$ cat src/rtl/data_sram_bridge_pkg.sv
// data_sram_bridge_pkg
//   Shared types and encodings for the CPU data-SRAM to SRAM-like bus bridge.
//   - state_t   : 2-bit FSM state encoding (IDLE/REQ/WAIT/DONE)
//   - SIZE_*    : bus data_size encodings
//   - mem_req_t : request fields latched when a CPU access is accepted
package data_sram_bridge_pkg;

  typedef enum logic [1:0] {
    ST_IDLE = 2'd0,
    ST_REQ  = 2'd1,
    ST_WAIT = 2'd2,
    ST_DONE = 2'd3
  } state_t;

  localparam logic [1:0] SIZE_BYTE = 2'd0;
  localparam logic [1:0] SIZE_HALF = 2'd1;
  localparam logic [1:0] SIZE_WORD = 2'd2;

  // Only the word address is kept; the byte offset on the bus is derived
  // from the write enables (reads are always word aligned).
  typedef struct packed {
    logic [29:0] word_addr;
    logic [3:0]  wen;
    logic [31:0] wdata;
  } mem_req_t;

endpackage

$ cat src/rtl/data_sram_bridge_wen_size_dec.sv
// wen_size_dec
//   Combinational map from CPU byte write enables to bus size and byte offset.
//   Ports:
//     wen    in  4  byte write enables (0 = read)
//     size   out 2  bus data_size
//     offset out 2  byte offset within the word
//   wen = 0 and irregular patterns fall back to a full word at offset 0, which
//   is also exactly what a read needs.
module wen_size_dec
  import data_sram_bridge_pkg::*;
(
  input  logic [3:0] wen,
  output logic [1:0] size,
  output logic [1:0] offset
);

  always_comb begin
    size   = SIZE_WORD;
    offset = 2'd0;
    case (wen)
      4'b1111: begin size = SIZE_WORD; offset = 2'd0; end
      4'b0011: begin size = SIZE_HALF; offset = 2'd0; end
      4'b1100: begin size = SIZE_HALF; offset = 2'd2; end
      4'b0001: begin size = SIZE_BYTE; offset = 2'd0; end
      4'b0010: begin size = SIZE_BYTE; offset = 2'd1; end
      4'b0100: begin size = SIZE_BYTE; offset = 2'd2; end
      4'b1000: begin size = SIZE_BYTE; offset = 2'd3; end
      default: begin size = SIZE_WORD; offset = 2'd0; end
    endcase
  end

endmodule

$ cat src/rtl/data_sram_bridge.sv
// data_sram_bridge
//   Converts the CPU's single-cycle data SRAM interface into an SRAM-like bus
//   transaction, stalling the pipeline until the response has been captured.
//   One transaction at a time: IDLE -> REQ (until addr_ok) -> WAIT (until
//   data_ok) -> DONE (until pipe_stall releases) -> IDLE.
//   Ports:
//     clk, rst                 clock, synchronous active-high reset
//     data_sram_en/wen/addr/wdata  CPU access request (EX stage)
//     pipe_stall               EX held by another stall source
//     data_sram_rdata          registered load data (MEM samples it)
//     stallreq                 stall request to the pipeline controller
//     data_req/wr/size/addr/wdata  bus request
//     data_addr_ok/data_ok/rdata   bus handshakes and read data
module data_sram_bridge
  import data_sram_bridge_pkg::*;
(
  input  logic        clk,
  input  logic        rst,
  input  logic        data_sram_en,
  input  logic [3:0]  data_sram_wen,
  input  logic [31:0] data_sram_addr,
  input  logic [31:0] data_sram_wdata,
  input  logic        pipe_stall,
  output logic [31:0] data_sram_rdata,
  output logic        stallreq,
  output logic        data_req,
  output logic        data_wr,
  output logic [1:0]  data_size,
  output logic [31:0] data_addr,
  output logic [31:0] data_wdata,
  input  logic        data_addr_ok,
  input  logic        data_data_ok,
  input  logic [31:0] data_rdata
);

  state_t      state;
  mem_req_t    req_r;
  logic [31:0] rdata_r;
  logic [1:0]  dec_size;
  logic [1:0]  dec_off;

  // Low address bits are replaced by the wen-derived offset.
  logic addr_lo_unused;
  assign addr_lo_unused = ^data_sram_addr[1:0];

  wen_size_dec u_dec (
    .wen    (req_r.wen),
    .size   (dec_size),
    .offset (dec_off)
  );

  always_ff @(posedge clk) begin
    if (rst) begin
      state   <= ST_IDLE;
      req_r   <= '0;
      rdata_r <= '0;
    end else begin
      case (state)
        ST_IDLE: if (data_sram_en) begin
          req_r.word_addr <= data_sram_addr[31:2];
          req_r.wen       <= data_sram_wen;
          req_r.wdata     <= data_sram_wdata;
          state           <= ST_REQ;
        end
        // data_ok is deliberately not looked at here: the slave cannot
        // complete a transaction in the same cycle it accepts it.
        ST_REQ:  if (data_addr_ok) state <= ST_WAIT;
        ST_WAIT: if (data_data_ok) begin
          if (req_r.wen == 4'b0000) rdata_r <= data_rdata;
          state <= ST_DONE;
        end
        ST_DONE: if (!pipe_stall) state <= ST_IDLE;
        default: state <= ST_IDLE;
      endcase
    end
  end

  assign data_req        = (state == ST_REQ);
  assign data_wr         = (req_r.wen != 4'b0000);
  assign data_size       = dec_size;
  assign data_addr       = {req_r.word_addr, dec_off};
  assign data_wdata      = req_r.wdata;
  assign data_sram_rdata = rdata_r;

  // Raised in IDLE the same cycle the access appears so EX holds immediately;
  // dropped in DONE so EX can advance while rdata_r is already valid.
  assign stallreq = !rst && ((state == ST_REQ) || (state == ST_WAIT) ||
                             ((state == ST_IDLE) && data_sram_en));

endmodule
$ cat config.mk
export PLATFORM = sky130hd
export DESIGN_NAME = data_sram_bridge
export DESIGN_NICKNAME = d
export VERILOG_FILES = /design/src/rtl/data_sram_bridge_pkg.sv /design/src/rtl/data_sram_bridge_wen_size_dec.sv /design/src/rtl/data_sram_bridge.sv
export SDC_FILE = /design/constraint.sdc
export NUM_CORES = 1
export LEC_CHECK = 0
export BUFFER_PORTS_ARGS = -buffer_cell sky130_fd_sc_hd__buf_4
export CAP_MARGIN = 20
export CORE_MARGIN = 3
export CORE_UTILIZATION = 30
export DETAILED_ROUTE_END_ITERATION = 8
export SYNTH_ARGS = -nofsm -noshare
export SYNTH_HDL_FRONTEND = slang
export SYNTH_SLANG_ARGS = --single-unit
$ cat constraint.sdc
create_clock -name clk -period 1.8 [get_ports clk]
set_clock_uncertainty 0.2 [all_clocks]
set_input_delay 0.18 -clock clk [delete_from_list [all_inputs] [get_ports clk]]
set_output_delay 0.18 -clock clk [all_outputs]
set_load 0.02 [all_outputs]
==> results.md <==
* Leakage power at 0.00306 µW
* Total CTS buffers at 9
* Capturing point of the worst reg2reg path: state[0]
* Slew @ Worst Pin at 368 ps
* Root Driver: clkbuf_16
* IO buf count at approximately 200
* Reg area at 0.00201 mm²
* Post-Syn Area at 0.00447 mm²
* Vias/cell at 4.32
* Finished Layout Cells at around 940
* Die ar. at 0.0164 mm²
* Max clock buf depth at 2
* TritonCTS clock tree: built
* Fin area at 0.00705 mm²
* Largest net degree at the start of global routing at 67
* Fin crit period at 1740 ps
* Crit path DAT at 1360 ps
* CTS HTree Levels at 3
* Die width at 128 µm
* Clock latency on the worst-skew pair at 340 ps
* Number of max-cap violations at 0
* Reg2Reg Setup Slack at 70 ps
* Area growth, synth to finish at 57.9%
* Layout fillers at approximately 1.3k
* Core area at around 0.014 mm²
* Cell Pwr Density at 1100 mW/mm²
* DR DRC count at 0
* Vias in the first global route at 4132
* Final HPWL DP at 8490 µm
* Placement Cell Area at 0.00566 mm²
* Yosys cell types at 24
* Iter 0 DRT Violations at 120
* Crit-path max FO at 5
* Synth area leader: dfxtp_1
* Startpoint Class: flop
* Layout cells sized above 1 at 32.7%
* Area share of the largest cell type after synthesis at 44.8%
* Total track usage at 15.0%
* Asr flop ratio synth at 0%
* Register area share after synthesis at between 40% and 50%
* Worst VDD drop at 0.569 mV
* Io pins at just over 200
* Tcrit/Tclk final at between 90% and 100%
* Slew HR at about 75%
* Via count at 4043
* First-pass GRT wire length at about 20000 µm
* CP Capture Type: output pin
* Synth warn at 0
* GPL Wtd Cong at 0.727
* Crit path cell chain: nor2_2 > and3_2 > a31o_2 > buf_4
* Multi-input logic area at about 0.0018 mm²
* Initial antenna violation count at 0
* Syn nets at 633
* Critical path class: flop to output pin
* Most used DFF post-synth: dfxtp_1
* Worst Reg-to-Reg Cells at 6
* Clock Sinks at 100
* WP data required at 1420 ps
* Maximum clock frequency at 0.574 GHz
* Synth Register Bits at 100
* Beginning of the critical path: req_r[33]
* Mapped Cells at 522
* Pre-antenna DRT Iters at 4
* Routed len/inst at 13.7 µm
* Number of enable flip-flop cells after synthesis at 0
* Final setup vio count at 0
* Syn_area_per_cell at 8.56 µm²
* Final antenna diode count at 0
* Slew Limit Fails at 0
* Nets at 862
* Hold WC Path Type: input port to flop
* Crit Reg-Reg Startpoint: state[1]
* Initial Util at 31.5%
* Die Y at 128 µm
* Worst stage delay on the critical path at 390 ps
* Clk pin slew, worst setup/hold paths at 70 ps
* Hold path cells at 4
* Setup crit end: data_size[0]
* Status: completed
* Dominant cells by area after synthesis: dfxtp_1, nand2_1, buf_4
* Commonest cells post-synth: nand2_1, dfxtp_1, nand2b_1
* Row count at 43
* Antenna viol nets, final at 0
* GRT overflow at 0
* Slowest CP cell: dfxtp_2
* DRT Wirelength at 12800 µm
* Most frequent cell after synthesis: nand2_1
* Inst Count DP at 816
* Final hold vios at 0
==> worst max-delay path, delay by kind of cell, from the launching register on <==
| kind | cells | cell delay, ps |
|---|---|---|
| buffers and inverters | 1 | 160 |
| flip-flops | 1 | 390 |
| AO/OA/AOI/OAI | 1 | 210 |
| AND/OR/NAND/NOR | 2 | 270 |
==> worst min path at each step <==
stage               slack, ps        endpoint                start
floorplan                 120   data_addr[10]   data_sram_addr[10]
CTS                       160        state[1]         data_sram_en
global placement          230   data_addr[12]   data_sram_addr[12]
finish                    120        state[1]         data_sram_en
detailed placement        240  data_wdata[14]  data_sram_wdata[14]
global route              120        state[1]         data_sram_en
==> layer usage <==
metal	global-route usage [%]	part of all wire [%]	vias to the layer above
met1	15.6	38	1855
met2	28.5	54	117
met4	5.43	2.0	0
met3	4.13	6.2	18
met5	0	0	-
li1	-	-	2053
==> power by group <==
part | total [µW] | leakage, µW | internal (µW) | switching, µW
Sequential | 2760 | 0.000818 | 2560 | 200
Combinational | 2900 | 0.00209 | 1320 | 1570
Clock | 2090 | 0.000153 | 1260 | 833
Total | 7750 | 0.00306 | 5140 | 2600
==> cell families after synthesis <==
kind of cell / share of synthesized area, %
compound gates: 8.37
xor+xnor: 0.196
mux: 7.62
buf+inv: 15.1
fa+ha+maj: 1.40
simple gates: 22.5
flops: 44.8
==> metrics by stage <==
step / hold slack (ps) / power, µW / setup WS (ps) / TNS, ps / util, %
after global placement: 228 / 5280 / 154 / 0 / 39.8
after global routing: 121 / 8200 / -2.64 / -2.64 / 49.7
after CTS: 156 / 7710 / 0.346 / 0 / 49.3
after floorplan: 116 / 4680 / 103 / 0 / -
after detailed placement: 236 / 5350 / 55.7 / 0 / 39.8
final: 116 / 7750 / 58.3 / 0 / 49.7
==> state kept, by name, indices dropped and copies added (netlist names) <==
| register | flops |
|---|---|
| data_sram_rdata | 32 |
| data_wdata | 32 |
| req_r | 4 |
| state | 2 |
| data_addr | 30 |
==> layout make-up <==
cell class	count	share of cell area (%)
multi-input cells	324	25.9
clock inverters	4	1.03
inverters	2	0.106
flip-flops and latches	100	28.4
well taps	180	3.19
repair buffers	314	37.8
clock buffers	12	3.49
==> layout by cell type (no fill, tap or decap), drive strengths merged, types with 5 or more instances in the layout <==
master and n:
a21oi 66, nor2 5, nand2 134, nand2b 67
clkbuf 12, mux2i 34, dfxtp 100, ha 5
dlygate4sd3 100, buf 214
==> timing repair <==
item	in CTS	in global routing
buffers inserted	3	1
pin swaps	2	3
hold endpoints to repair	100	0
hold buffers	100	0
setup endpoints to repair	2	3
gates cloned	0	0
gates resized for setup	7	10
Note: power is estimated with default switching activity, not from simulation.
